[config.mk]
export PLATFORM = sky130hd
export DESIGN_NAME = pkt_job_sched
export DESIGN_NICKNAME = d
export VERILOG_FILES = /design/src/rtl/pkt_sched_pkg.sv /design/src/rtl/pkt_job_fifo.sv /design/src/rtl/pkt_job_sched.sv
export SDC_FILE = /design/constraint.sdc
export NUM_CORES = 1
export LEC_CHECK = 0
export BUFFER_PORTS_ARGS = -buffer_cell sky130_fd_sc_hd__buf_2
export CORE_ASPECT_RATIO = 0.6
export CORE_MARGIN = 4
export CORE_UTILIZATION = 29
export DETAILED_ROUTE_END_ITERATION = 7
export SLEW_MARGIN = 20
export SYNTH_ARGS = -nofsm -noshare
export SYNTH_HDL_FRONTEND = slang
export SYNTH_SLANG_ARGS = --single-unit
export TNS_END_PERCENT = 30
[constraint.sdc]
create_clock -name clk -period 2.9 [get_ports clk]
set_input_delay 0.725 -clock clk [delete_from_list [all_inputs] [get_ports clk]]
set_output_delay 0.725 -clock clk [all_outputs]
set_load 0.02 [all_outputs]
[src/rtl/pkt_sched_pkg.sv]
// Shared types and constants for the PB/PP build-then-parse job scheduler.
package pkt_sched_pkg;

    localparam int unsigned ADDR_W   = 32;
    localparam int unsigned CNT_W    = 4;
    localparam int unsigned STATUS_W = 6;

    localparam int unsigned ST_OK         = 0;
    localparam int unsigned ST_ECC_CORR   = 1;
    localparam int unsigned ST_ECC_UNCORR = 2;
    localparam int unsigned ST_CRC_ERR    = 3;
    localparam int unsigned ST_MISMATCH   = 4;
    localparam int unsigned ST_TIMEOUT    = 5;

    typedef struct packed {
        logic [ADDR_W-1:0] addr_in;
        logic [ADDR_W-1:0] addr_out;
        logic [CNT_W-1:0]  byte_cnt;
        logic [CNT_W-1:0]  pkt_type;
        logic              ecc_en;
        logic              crc_en;
        logic              ins_ecc_err;
        logic              ins_crc_err;
        logic              ignore_ecc_err;
    } job_t;

    typedef enum logic [2:0] {
        IDLE,
        PB_ARM,
        PB_WAIT,
        PP_ARM,
        PP_WAIT,
        REPORT
    } sched_state_e;

    // ok is set only when no other status bit is set.
    function automatic logic [STATUS_W-1:0] make_status(
        input logic timeout,
        input logic mismatch,
        input logic crc_err,
        input logic ecc_uncorr,
        input logic ecc_corr
    );
        logic [STATUS_W-1:0] s;
        s                = '0;
        s[ST_TIMEOUT]    = timeout;
        s[ST_MISMATCH]   = mismatch;
        s[ST_CRC_ERR]    = crc_err;
        s[ST_ECC_UNCORR] = ecc_uncorr;
        s[ST_ECC_CORR]   = ecc_corr;
        s[ST_OK]         = !(timeout || mismatch || crc_err || ecc_uncorr || ecc_corr);
        return s;
    endfunction

endpackage

[src/rtl/pkt_job_fifo.sv]
// Job FIFO for the scheduler; ready is registered and low while held in reset.
module pkt_job_fifo
    import pkt_sched_pkg::*;
#(
    parameter int unsigned FIFO_DEPTH = 4
) (
    input  logic clk,
    input  logic reset,
    input  logic push,
    input  job_t data_in,
    input  logic pop,
    output job_t data_out,
    output logic ready,
    output logic empty,
    output logic busy_nxt
);

    localparam int unsigned PTR_W = $clog2(FIFO_DEPTH);
    localparam int unsigned LVL_W = PTR_W + 1;

    job_t             mem [FIFO_DEPTH];
    logic [PTR_W-1:0] wr_ptr;
    logic [PTR_W-1:0] rd_ptr;
    logic [LVL_W-1:0] level;
    logic [LVL_W-1:0] level_nxt;
    logic             push_ok;
    logic             pop_ok;

    // A full FIFO refuses a push even when a pop happens in the same cycle.
    assign push_ok   = push && ready;
    assign pop_ok    = pop && !empty;
    assign level_nxt = level + LVL_W'(push_ok) - LVL_W'(pop_ok);
    assign empty     = (level == '0);
    assign busy_nxt  = (level_nxt != '0);
    assign data_out  = mem[rd_ptr];

    always_ff @(posedge clk) begin
        if (reset) begin
            wr_ptr <= '0;
            rd_ptr <= '0;
            level  <= '0;
            ready  <= 1'b0;
        end else begin
            if (push_ok) wr_ptr <= wr_ptr + PTR_W'(1);
            if (pop_ok)  rd_ptr <= rd_ptr + PTR_W'(1);
            level <= level_nxt;
            ready <= (level_nxt != LVL_W'(FIFO_DEPTH));
        end
    end

    always_ff @(posedge clk) begin
        if (push_ok) mem[wr_ptr] <= data_in;
    end

endmodule

[src/rtl/pkt_job_sched.sv]
// Sequences one PB build then one PP parse per queued job and reports a status record.
// Define JOB_TIMEOUT_EN to add a per-wait-state watchdog of TIMEOUT_CYC cycles.
module pkt_job_sched
    import pkt_sched_pkg::*;
#(
    parameter int unsigned FIFO_DEPTH = 4
`ifdef JOB_TIMEOUT_EN
    ,
    parameter int unsigned TIMEOUT_CYC = 1024
`endif
) (
    input  logic        clk,
    input  logic        reset,
    input  logic        job_valid,
    output logic        job_ready,
    input  logic [31:0] job_addr_in,
    input  logic [31:0] job_addr_out,
    input  logic [3:0]  job_byte_cnt,
    input  logic [3:0]  job_pkt_type,
    input  logic        job_ecc_en,
    input  logic        job_crc_en,
    input  logic        job_ins_ecc_err,
    input  logic        job_ins_crc_err,
    input  logic        job_ignore_ecc_err,
    output logic        pb_start,
    input  logic        pb_busy,
    input  logic        pb_irq,
    output logic [31:0] pb_addr_in,
    output logic [31:0] pb_addr_out,
    output logic [3:0]  pb_byte_cnt,
    output logic [3:0]  pb_pkt_type,
    output logic        pb_ecc_en,
    output logic        pb_crc_en,
    output logic        pb_ins_ecc_err,
    output logic        pb_ins_crc_err,
    output logic        pp_start,
    input  logic        pp_busy,
    input  logic        pp_irq,
    output logic [31:0] pp_addr_hdr,
    output logic        pp_ignore_ecc_err,
    input  logic        pp_pkt_ecc_corr,
    input  logic        pp_pkt_ecc_uncorr,
    input  logic        pp_pkt_crc_err,
    input  logic [3:0]  pp_pkt_byte_cnt,
    input  logic [3:0]  pp_pkt_type,
    output logic        res_valid,
    input  logic        res_ready,
    output logic [5:0]  res_status,
    output logic        sched_busy
);

    sched_state_e      state;
    job_t              in_job;
    job_t              head_job;
    logic              fifo_empty;
    logic              fifo_busy_nxt;
    logic              pop;
    logic              mismatch;
    logic              tmo_hit;
    logic [ADDR_W-1:0] cur_addr_out;
    logic [CNT_W-1:0]  cur_byte_cnt;
    logic [CNT_W-1:0]  cur_pkt_type;
    logic              cur_ignore;

    assign in_job = '{
        addr_in:        job_addr_in,
        addr_out:       job_addr_out,
        byte_cnt:       job_byte_cnt,
        pkt_type:       job_pkt_type,
        ecc_en:         job_ecc_en,
        crc_en:         job_crc_en,
        ins_ecc_err:    job_ins_ecc_err,
        ins_crc_err:    job_ins_crc_err,
        ignore_ecc_err: job_ignore_ecc_err
    };

    pkt_job_fifo #(
        .FIFO_DEPTH(FIFO_DEPTH)
    ) u_fifo (
        .clk      (clk),
        .reset    (reset),
        .push     (job_valid),
        .data_in  (in_job),
        .pop      (pop),
        .data_out (head_job),
        .ready    (job_ready),
        .empty    (fifo_empty),
        .busy_nxt (fifo_busy_nxt)
    );

    assign pop      = (state == IDLE) && !fifo_empty && !res_valid;
    assign mismatch = (pp_pkt_byte_cnt != cur_byte_cnt) || (pp_pkt_type != cur_pkt_type);

`ifdef JOB_TIMEOUT_EN
    logic [15:0] tmo_cnt;

    assign tmo_hit = (tmo_cnt == 16'(TIMEOUT_CYC - 1));

    // Cleared on the arming edge so it reads 0 in the first wait cycle.
    always_ff @(posedge clk) begin
        if (reset) begin
            tmo_cnt <= '0;
        end else if ((state == PB_ARM && !pb_busy) || (state == PP_ARM && !pp_busy)) begin
            tmo_cnt <= '0;
        end else if (state == PB_WAIT || state == PP_WAIT) begin
            tmo_cnt <= tmo_cnt + 16'd1;
        end
    end
`else
    assign tmo_hit = 1'b0;
`endif

    always_ff @(posedge clk) begin
        if (reset) begin
            state             <= IDLE;
            cur_addr_out      <= '0;
            cur_byte_cnt      <= '0;
            cur_pkt_type      <= '0;
            cur_ignore        <= 1'b0;
            pb_start          <= 1'b0;
            pb_addr_in        <= '0;
            pb_addr_out       <= '0;
            pb_byte_cnt       <= '0;
            pb_pkt_type       <= '0;
            pb_ecc_en         <= 1'b0;
            pb_crc_en         <= 1'b0;
            pb_ins_ecc_err    <= 1'b0;
            pb_ins_crc_err    <= 1'b0;
            pp_start          <= 1'b0;
            pp_addr_hdr       <= '0;
            pp_ignore_ecc_err <= 1'b0;
            res_valid         <= 1'b0;
            res_status        <= '0;
        end else begin
            pb_start <= 1'b0;
            pp_start <= 1'b0;
            case (state)
                IDLE: begin
                    if (pop) begin
                        cur_addr_out   <= head_job.addr_out;
                        cur_byte_cnt   <= head_job.byte_cnt;
                        cur_pkt_type   <= head_job.pkt_type;
                        cur_ignore     <= head_job.ignore_ecc_err;
                        pb_addr_in     <= head_job.addr_in;
                        pb_addr_out    <= head_job.addr_out;
                        pb_byte_cnt    <= head_job.byte_cnt;
                        pb_pkt_type    <= head_job.pkt_type;
                        pb_ecc_en      <= head_job.ecc_en;
                        pb_crc_en      <= head_job.crc_en;
                        pb_ins_ecc_err <= head_job.ins_ecc_err;
                        pb_ins_crc_err <= head_job.ins_crc_err;
                        state          <= PB_ARM;
                    end
                end
                PB_ARM: begin
                    if (!pb_busy) begin
                        pb_start <= 1'b1;
                        state    <= PB_WAIT;
                    end
                end
                PB_WAIT: begin
                    if (pb_irq || tmo_hit) begin
                        pb_addr_in     <= '0;
                        pb_addr_out    <= '0;
                        pb_byte_cnt    <= '0;
                        pb_pkt_type    <= '0;
                        pb_ecc_en      <= 1'b0;
                        pb_crc_en      <= 1'b0;
                        pb_ins_ecc_err <= 1'b0;
                        pb_ins_crc_err <= 1'b0;
                    end
                    if (pb_irq) begin
                        pp_addr_hdr       <= cur_addr_out;
                        pp_ignore_ecc_err <= cur_ignore;
                        state             <= PP_ARM;
                    end else if (tmo_hit) begin
                        res_valid  <= 1'b1;
                        res_status <= make_status(1'b1, 1'b0, 1'b0, 1'b0, 1'b0);
                        state      <= REPORT;
                    end
                end
                PP_ARM: begin
                    if (!pp_busy) begin
                        pp_start <= 1'b1;
                        state    <= PP_WAIT;
                    end
                end
                PP_WAIT: begin
                    // A completion in the watchdog's final cycle is reported normally.
                    if (pp_irq || tmo_hit) begin
                        pp_addr_hdr       <= '0;
                        pp_ignore_ecc_err <= 1'b0;
                        res_valid         <= 1'b1;
                        state             <= REPORT;
                    end
                    if (pp_irq) begin
                        res_status <= make_status(1'b0, mismatch, pp_pkt_crc_err,
                                                  pp_pkt_ecc_uncorr, pp_pkt_ecc_corr);
                    end else if (tmo_hit) begin
                        res_status <= make_status(1'b1, 1'b0, 1'b0, 1'b0, 1'b0);
                    end
                end
                REPORT: begin
                    if (res_ready) begin
                        res_valid  <= 1'b0;
                        res_status <= '0;
                        state      <= IDLE;
                    end
                end
                default: state <= IDLE;
            endcase
        end
    end

    // Tracks the post-edge state so it matches the FSM and FIFO contents each cycle.
    always_ff @(posedge clk) begin
        if (reset) begin
            sched_busy <= 1'b0;
        end else begin
            sched_busy <= pop || fifo_busy_nxt ||
                          ((state != IDLE) && !(state == REPORT && res_ready));
        end
    end

endmodule

==> impl_metrics.env <==
export IMPL_syn_nets=1126
export IMPL_clock_sinks=480
export IMPL_grt_max_degree=78
export IMPL_fin_skew_ps=25.79
export IMPL_drc_errors=0
export IMPL_vias=9524
export IMPL_slew_headroom=0.5630
export IMPL_fin_util=0.3587
export IMPL_synth_area_leaders="edfxtp_1 54%, dfxtp_1 20%, mux4_2 10%"
export IMPL_ant_nets=0
export IMPL_powerDensity_mw_per_mm2=980.8
export IMPL_grt_pass1_vias=9543
export IMPL_cts_resized=0
export IMPL_use_met2=0.1967
export IMPL_die_h_um=197.0
export IMPL_final_setup_tns_ps=0
export IMPL_nets=1349
export IMPL_synth_xor_area_frac=0.006089
export IMPL_cts_max_level=2
export IMPL_worstPathRequired_ps=3320
export IMPL_synth_top_family_by_area="multiplexers"
export IMPL_path_class="reg2reg"
export IMPL_rows=68
export IMPL_synth_fa_ha_area_frac=0.005509
export IMPL_synthToLayoutAreaGrowth_pct=20.94
export IMPL_startpoint_type="flop"
export IMPL_post_cts_buffers=0
export IMPL_yosysSeqAreaShare=0.7353
export IMPL_top_usage_layer="met2"
export IMPL_drive_above_1_share=0.3105
export IMPL_ys_warn_count=0
export IMPL_grt_pass1_wl_um=60870
export IMPL_synth_top_cell_area_share=0.5358
export IMPL_ys_types=42
export IMPL_grt_usage=0.1269
export IMPL_rsz0062_at_grt="no"
export IMPL_muxShareOfSynthArea=0.1196
export IMPL_synth_ff_type="edfxtp_1"
export IMPL_slew_viol_final=0
export IMPL_synth_simple_area_share=0.05524
export IMPL_fmax_mhz=363.2
export IMPL_nFillCells=5577
export IMPL_boundaryPins=216
export IMPL_synth_top_area_cell="edfxtp_1"
export IMPL_drt_total_wl_um=40620
export IMPL_syn_area_mm2=0.01726
export IMPL_avgSynthCellArea_um2=16.87
export IMPL_ctsLongestPathBuffers=3
export IMPL_gr_total_overflow=0
export IMPL_cts_inserted_buffers=47
export IMPL_end_kind="flop"
export IMPL_stdcell_area_mm2=0.02087
export IMPL_hold_ws_ps=349.4
export IMPL_min_period_ps=2753
export IMPL_use_met1=0.1763
export IMPL_die_x_um=323.0
export IMPL_numPortBuffers=214
export IMPL_setup_viol=0
export IMPL_cts_tree="built"
export IMPL_via_per_inst=4.632
export IMPL_finalHoldViolCount=0
export IMPL_grt_antenna_before_repair=12
export IMPL_crit_path_max_fanout=3
export IMPL_vdd_drop_max_mv=0.4905
export IMPL_max_slew_worst_pin_slew_ps=655.4
export IMPL_syn_inst=1023
export IMPL_die_area_mm2=0.06361
export IMPL_synth_edf_count=308
export IMPL_cts_hold_buffers=0
export IMPL_leakage_nw=7.431
export IMPL_power_mw=20.47
export IMPL_start_util=0.2966
export IMPL_ys_seq_elements=480
export IMPL_status="complete, no violations"
export IMPL_placed_area_mm2=0.01935
export IMPL_dr_first_iter_drc_count=641
export IMPL_hp_class="in2reg"
export IMPL_drt_first_pass_iters=5
export IMPL_met3_usage=0.03654
export IMPL_gp_congestion=0.7538
export IMPL_async_flop_share=0
export IMPL_clk_latency_ps=590
export IMPL_cap_violations=0
export IMPL_synth_compound_area_share=0.05770
export IMPL_crit_arrival_ps=3180
export IMPL_fin_crit_sh=0.9494
export IMPL_cts_root_buffer="clkbuf_16"
export IMPL_clkTransAtPathRegs_ps=60
export IMPL_core_mm2=0.05820
export IMPL_place_hpwl_um=24430
export IMPL_detail_route_wl_per_cell_um=19.76
cells in the mapped netlist (4+ instances only):
cell type / n
a21oi_1: 51
a22o_1: 76
and2b_1: 4
and3_1: 4
buf_1: 9
buf_2: 13
buf_4: 6
buf_6: 6
clkbuf_1: 29
dfxtp_1: 172
edfxtp_1: 308
ha_1: 6
inv_1: 7
mux2i_1: 33
mux4_2: 77
nand2_1: 91
nand3_1: 10
nor2_1: 44
nor2b_1: 34
or3_1: 4
xnor2_1: 11
metal layers:
layer,routed length [um],vias up
li1,-,4378
met1,18660,4826
met2,18570,227
met3,2522,73
met4,734,20
met5,125,-
worst max-delay path, stage by stage (launching register included):
cell	delay, ps
dfxtp_1	310
or3_1	370
or3_2	440
inv_2	70
ha_1	220
inv_1	60
ha_1	130
inv_1	50
fa_1	400
xor2_1	170
xnor2_1	250
a31oi_1	130
stage by stage:
stage	std cells	setup WS, ps
floorplan	1023	-116.6
global placement	1967	195.8
detailed placement	1967	149.6
CTS	2055	126.3
global route	2055	5.547
finish	2056	146.8
where the power goes:
part           internal, mW  switching, mW
sequential             8.47          0.605
clock                  3.38           2.61
combinational          2.19           3.22
state kept, by name, indices dropped and copies added, names as in the netlist, 3 cells and up, named ones only:
signal        cells
cur_pkt_type      4
u_fifo.level      3
res_status        5
cur_addr_out     32
cur_byte_cnt      4
pb_addr_in       32
pb_byte_cnt       4
state             3
pp_addr_hdr      32
pb_pkt_type       4
u_fifo.mem      308
pb_addr_out      32
path summary, 6_finish.rpt:
| path | from | end | slack, ps | cells after the start |
|---|---|---|---|---|
| min | job_addr_out[8] | u_fifo.mem[2][21] | 350 | 1 |
| max | state[2] | sched_busy | 150 | 11 |
| min reg2reg | cur_addr_out[17] | cur_addr_out[17] | 450 | 2 |
| max reg2reg | state[2] | sched_busy | 150 | 11 |
cells in the final DEF, fill, tap and decap left out, types with 7 or more instances in the layout:
master,instances
nor2b_1,34
mux2i_1,33
clkbuf_16,49
edfxtp_1,308
clkbuf_1,11
a21oi_1,50
clkinv_2,7
nor2_1,44
nand3_1,10
buf_4,12
inv_1,7
buf_2,213
a22o_1,76
mux4_2,77
xnor2_1,11
dfxtp_1,170
nand2_1,91
buf_12,12
kinds of logic (layout without fill, tap and decap cells):
kind of cell / count (synthesis) / count (layout)
other: 1 / 2
AO/OA/AOI/OAI: 138 / 138
XOR/XNOR: 12 / 12
AND/OR/NAND/NOR: 204 / 204
flip-flops: 480 / 480
buffers and inverters: 71 / 333
multiplexers: 110 / 110
adder cells (fa/ha/maj): 7 / 7
area by class of cell:
type	instances	area, um2	share of cell area
Antenna cell	1	2.502	0.0001199
Clock buffer	63	1309	0.06270
Clock inverter	25	209.0	0.01001
Inverter	8	30.03	0.001439
Multi-Input combinational cell	472	4264	0.2043
Sequential cell	480	12700	0.6084
Tap cell	770	963.4	0.04615
Timing Repair Buffer	237	1396	0.06689
Power figures use the tool's default switching activity.
